<file path="src/rtl/pc_seq_unit.sv">
// pc_seq_unit: fetch PC sequencer with redirect, stall, call/ret; circular RAS enabled by PC_RAS_EN.
module pc_seq_unit #(
  parameter int ADDR_W = 16,
  parameter int STEP = 1,
  parameter int RESET_VEC = 0,
  parameter int RAS_DEPTH = 4
) (
  input  logic                           clk,
  input  logic                           reset,
  input  logic                           stall,
  input  logic                           redirect,
  input  logic [ADDR_W-1:0]              redirect_addr,
  input  logic                           call,
  input  logic [ADDR_W-1:0]              call_target,
  input  logic                           ret,
  output logic [ADDR_W-1:0]              pc_out,
  output logic [$clog2(RAS_DEPTH):0]     ras_count,
  output logic                           ras_ovf,
  output logic                           ras_unf
);
  localparam int PW = $clog2(RAS_DEPTH);
  localparam int CW = PW + 1;
  logic [ADDR_W-1:0] pc_q, pc_d, pc_inc;
  assign pc_inc = pc_q + ADDR_W'(STEP);
  assign pc_out = pc_q;
`ifdef PC_RAS_EN
  logic [ADDR_W-1:0] ras_q [RAS_DEPTH];
  logic [PW-1:0] sp_q, sp_d, top, widx;
  logic [CW-1:0] cnt_q, cnt_d;
  logic ovf_q, ovf_d, unf_q, unf_d, we;
  assign top = sp_q - 1'b1;
  // sp_q is the next free slot; when full it also marks the oldest entry
  always_comb begin
    pc_d = pc_inc;
    sp_d = sp_q;
    cnt_d = cnt_q;
    ovf_d = ovf_q;
    unf_d = unf_q;
    we = 1'b0;
    widx = sp_q;
    if (redirect) pc_d = redirect_addr;
    else if (stall) pc_d = pc_q;
    else if (call && ret) begin
      pc_d = call_target;
      we = 1'b1;
      widx = (cnt_q == '0) ? sp_q : top;
      sp_d = (cnt_q == '0) ? sp_q + 1'b1 : sp_q;
      cnt_d = (cnt_q == '0) ? CW'(1) : cnt_q;
    end else if (call) begin
      pc_d = call_target;
      we = 1'b1;
      sp_d = sp_q + 1'b1;
      ovf_d = ovf_q | (cnt_q == CW'(RAS_DEPTH));
      cnt_d = (cnt_q == CW'(RAS_DEPTH)) ? cnt_q : cnt_q + 1'b1;
    end else if (ret) begin
      pc_d = (cnt_q != '0) ? ras_q[top] : pc_inc;
      sp_d = (cnt_q != '0) ? top : sp_q;
      cnt_d = (cnt_q != '0) ? cnt_q - 1'b1 : cnt_q;
      unf_d = unf_q | (cnt_q == '0);
    end
  end
  always_ff @(posedge clk) begin
    if (reset) begin
      pc_q <= ADDR_W'(RESET_VEC);
      sp_q <= '0;
      cnt_q <= '0;
      ovf_q <= 1'b0;
      unf_q <= 1'b0;
    end else begin
      pc_q <= pc_d;
      sp_q <= sp_d;
      cnt_q <= cnt_d;
      ovf_q <= ovf_d;
      unf_q <= unf_d;
    end
  end
  always_ff @(posedge clk)
    if (!reset && we) ras_q[widx] <= pc_inc;
  assign ras_count = cnt_q;
  assign ras_ovf = ovf_q;
  assign ras_unf = unf_q;
`else
  always_comb begin
    pc_d = redirect ? redirect_addr : stall ? pc_q : call ? call_target : pc_inc;
  end
  always_ff @(posedge clk) begin
    if (reset) pc_q <= ADDR_W'(RESET_VEC);
    else pc_q <= pc_d;
  end
  assign ras_count = '0;
  assign ras_ovf = 1'b0;
  assign ras_unf = 1'b0;
`endif
endmodule
</file>
<file path="config.mk">
export PLATFORM = sky130hd
export DESIGN_NAME = pc_seq_unit
export DESIGN_NICKNAME = d
export VERILOG_FILES = /design/src/rtl/pc_seq_unit.sv
export SDC_FILE = /design/constraint.sdc
export NUM_CORES = 1
export LEC_CHECK = 0
export CORE_MARGIN = 5
export CORE_UTILIZATION = 38
export CTS_CLUSTER_SIZE = 28
export DETAILED_ROUTE_END_ITERATION = 7
export PLACE_DENSITY_LB_ADDON = 0.3
export SLEW_MARGIN = 25
export SYNTH_ARGS = -nofsm -noshare
export SYNTH_HDL_FRONTEND = slang
export SYNTH_SLANG_ARGS = --single-unit
</file>
<file path="constraint.sdc">
create_clock -name clk -period 1.6 [get_ports clk]
set_input_delay 0.32 -clock clk [delete_from_list [all_inputs] [get_ports clk]]
set_output_delay 0.32 -clock clk [all_outputs]
set_load 0.02 [all_outputs]
</file>
# ---- After elaboration in Yosys (flattened, before gate mapping)
# Cells that the tools add are included.
dict set report word_totals {
  in_bits 38
  reg_bits 16
  output_inout_bits 21
  wordCells 6
}
dict set report op_classes {
  add_sub_neg 1
  muxes 3
  eq_ne 1
}
# operator n
set ops {}
lappend ops {{two-way mux 16 bit} 3}
lappend ops {{adder 16 x 1 -> 16 bit (second input constant)} 1}
lappend ops {{!= test 2 x 1 -> 1 bit (second input constant)} 1}

# ---- Depth between registers and ports, before layout
# Gate-level depths: netlist of the first run.
dict set report depth {
  word_depth 4
  mapped_depth 6
  depth_no_buf 5
}

# ---- Worst setup path before layout of the first run
# OpenSTA, ideal clock, no wires.
dict set report synth_path {
  path_kind {reg-to-reg}
  start {reg pc_q[0] (netlist: pc_out[0])}
  end {reg pc_q[14] (netlist: pc_out[14])}
  arrival_time_ns 1.533
  path_stages_with_launch 6
  path_buffers 0
  synth_period_minus_slack_ns 1.664
  slack_ns -0.064
  t_required_ns 1.468
  cell_sequence {dfxtp_1 -> ha_1 -> nand4_4 -> nor4_4 -> mux2i_1 -> o41ai_2}
}
dict set report synth_via {
  elab_chain_cells 4
}
# item line
set synth_lines {}
lappend synth_lines {{start, declared} 23} ;# logic [ADDR_W-1:0] pc_q, pc_d, pc_inc;
lappend synth_lines {{start signal, assigned} 87} ;# if (reset) pc_q <= ADDR_W'(RESET_VEC);
lappend synth_lines {{start signal, assigned} 88} ;# else pc_q <= pc_d;
lappend synth_lines {{adder 16 x 1 -> 16 bit} 24} ;# assign pc_inc = pc_q + ADDR_W'(STEP);
lappend synth_lines {{two-way mux 16 bit (3 in series)} 84} ;# pc_d = redirect ? redirect_addr : stall ? pc_q : call ? call_target : pc_inc;
# No other way between the ends. The select of a mux whose other input is x is not followed.
# A chain may end at the register's enable or synchronous reset.

# ---- Final worst setup path of the first run
dict set report layout_path {
  start {in call}
  end {reg pc_q[4] (netlist: pc_out[4])}
}
dict set report layout_via {
  elab_chain_cells 3
}
# item line
set layout_lines {}
lappend layout_lines {{start, declared} 13} ;# input logic call,
lappend layout_lines {{two-way mux 16 bit (3 in series)} 84}
# No other way between the ends. The select of a mux whose other input is x is not followed.

==> reports/metrics.yaml, run 1 <==
drc: 0
core_area_um2: 3360
syn_area_um2: 1340
p_per_area_nw_per_um2: 573
htree_levels: 1
clock_sinks: 16
synthSimpleGateAreaFrac: 0.269
synth-xor-area-share: 0
vias: 1563
rows: 21
cts.clk_slew.worst_paths_ns: 0.11
arrival_ns: 1.72
multi_input_area_um2: 913
fin_crit_sh: 0.949
placed_area_um2: 2030
synth-edff-count: 0
slew_violations: 0
synth_top_family_by_area: "compound AO/OA/AOI/OAI gates"
ys_warn_count: 0
ir_drop_uv: 387
routabilityCongestion: 0.811
ys.flop_type: "dfxtp_1"
leakage_nw: 0.893
maxCapViolCount: 0
grt_antenna_before_repair: 0
critPathBufInv: 2
timing_hold_violations_final: 0
num_io_pins: 59
antenna_cells: 0
fill_cells: 327
synth_fa_ha_area_frac: 0.00935
place_hpwl_um: 3260
start_util: 0.398
cp_max_fo: 14
cts_tree: "yes"
ant_nets: 0
seq_area_um2: 330
path_cells: "clkdlybuf4s50_1 > buf_4 > mux2_2 > o22ai_1 > a21oi_1"
cpPeakStageDelay_ns: 0.57
finalSetupViolations: 0
postSynthCellCount: 177
dieArea_um2: 4810
die_x_um: 69.3
grt_pass1_wl_um: 7000
clock_latency_ns: 0.29
grt_setup_unrepaired: "no"
p_total_w: 0.00120
synth-seq-area-share: 0.239
drive_above_1_share: 0.202
wl_per_cell_um: 14.6
hold_class: "flop to flop"
cts-root-buf: "clkbuf_4"
grt_max_degree: 15
drt_first_pass_iters: 4
layout_common_cells: "clkdlybuf4s50_1, buf_4, nand2_1"
critPathTopFamily: "buffers and inverters"
maxClockFrequency_mhz: 659
grt-ovfl-total: 0
required_ns: 1.80
cp-end-kind: "flop"
mostFrequentLayoutCell: "clkdlybuf4s50_1"
syn_area_per_cell_um2: 7.56
start_kind: "input port"
cts_buffers: 3
final.setup.tns_ns: 0
ys_seq_elements: 16
final_util: 0.621
whs_ns: 0.512
path_class: "input port to flop"
largest_register_ffs: 16
synth_cell_types: 52
rrSetupSlack_ns: 0.11
crit_slowest_cell: "clkdlybuf4s50_1"
hold_buffers: 0
grt_pass1_vias: 1523
dr.first_iter.drc_count: 106
syn2layout_area_growth_pct: 56.2
status: "completed"
dieHeight_um: 69.3
synth_compound_area_frac: 0.330
finalNetCount: 282
synthMuxAreaShare: 0.0384
portBuffers: 52
routed_via_density: 5.43
fin_skew_ns: 0.00734
min_period_ns: 1.52
synthArstFlopShare: 0
cts_max_path_buffers: 2
grtUsageTotal: 0.171
routed_wl_um: 4200
fin_area_um2: 2090
[report_power, final]
group | internal, W | switching (W)
sequential | 0.000433 | 0.0000489
clock | 0.000139 | 0.000143
combinational | 0.000226 | 0.000207
total | 0.000798 | 0.000399
[repair_timing]
item                                    4_1_cts  5_1_grt
buffers inserted                              0        0
resized for setup                            15       12
pin swaps                                     0        1
endpoints found under the setup margin       15       10
[per-layer routing]
layer	global-route usage	vias to the layer above	part of all wire
met4	0.0369	0	0.0045
met5	0	-	0
met2	0.309	44	0.52
li1	-	791	-
met3	0.0406	2	0.046
met1	0.203	726	0.43
[per-stage QoR]
stage	setup WS [ns]	cells
after global routing	0.00200	288
after detailed placement	-0.235	284
after floorplan	0.0669	181
final	0.0815	288
after CTS	0.000592	288
after global placement	-0.302	284
[cell usage after synthesis (3+ instances only)]
cell / count / area share
o21bai_1: 5 / 0.028
buf_2: 7 / 0.026
a21oi_1: 12 / 0.045
clkbuf_1: 5 / 0.014
a31oi_1: 7 / 0.033
a211oi_1: 4 / 0.022
inv_1: 13 / 0.036
nand2_1: 17 / 0.048
mux2i_1: 4 / 0.030
o21ai_0: 7 / 0.026
nand3_1: 4 / 0.015
dfxtp_1: 16 / 0.24
buf_4: 5 / 0.028
o22ai_1: 3 / 0.014
nor2_1: 12 / 0.034
nor3_1: 7 / 0.026
nor3b_1: 3 / 0.017
nor4_1: 3 / 0.014
[cell families (layout without fill, tap and decap cells)]
family | after synthesis | in the layout
fa+ha+maj | 1 | 1
buf+inv | 32 | 93
mux | 5 | 5
other cells | 1 | 5
flops | 16 | 16
simple gates | 61 | 61
compound gates | 61 | 61
[tightest hold or removal path: cells and delay by family, from the launching register on]
family	cells	cell delay, ns
AO/OA/AOI/OAI	1	0.06
buffers and inverters	1	0.06
flip-flops	1	0.36
[final timing paths]
path / from / to / cells after the start
max reg2reg: pc_out[0]$_SDFFE_PP0P_ / pc_out[12]$_SDFFE_PP0P_ / 5
min reg2reg: pc_out[8]$_SDFFE_PP0P_ / pc_out[8]$_SDFFE_PP0P_ / 2
max: call / pc_out[4]$_SDFFE_PP0P_ / 5
min: pc_out[8]$_SDFFE_PP0P_ / pc_out[8]$_SDFFE_PP0P_ / 2
[cell type report]
class / instances / share of cell area
Clock buffer: 4 / 0.0174
Tap cell: 46 / 0.0275
Multi-Input combinational cell: 133 / 0.437
Sequential cell: 16 / 0.158
Timing Repair Buffer: 76 / 0.337
Inverter: 13 / 0.0234
No activity file was read; power rests on OpenSTA's default activity.
==> run 2, diff against run 1 <==
--- a/config.mk
+++ b/config.mk
@@ -10,7 +10,6 @@
 export CTS_CLUSTER_SIZE = 28
 export DETAILED_ROUTE_END_ITERATION = 7
 export PLACE_DENSITY_LB_ADDON = 0.3
-export SLEW_MARGIN = 25
 export SYNTH_ARGS = -nofsm -noshare
 export SYNTH_HDL_FRONTEND = slang
 export SYNTH_SLANG_ARGS = --single-unit
==> results of run 2 <==
Same layout as run 1: the final DEF is identical, and so are final timing and power.
==> run 3, diff against run 2 <==
--- a/config.mk
+++ b/config.mk
@@ -5,6 +5,7 @@
 export SDC_FILE = /design/constraint.sdc
 export NUM_CORES = 1
 export LEC_CHECK = 0
+export ABC_CLOCK_PERIOD_IN_PS = 1600
 export CORE_MARGIN = 5
 export CORE_UTILIZATION = 38
 export CTS_CLUSTER_SIZE = 28
==> results of run 3 <==
Same layout as run 1: the final DEF is identical, and so are final timing and power.
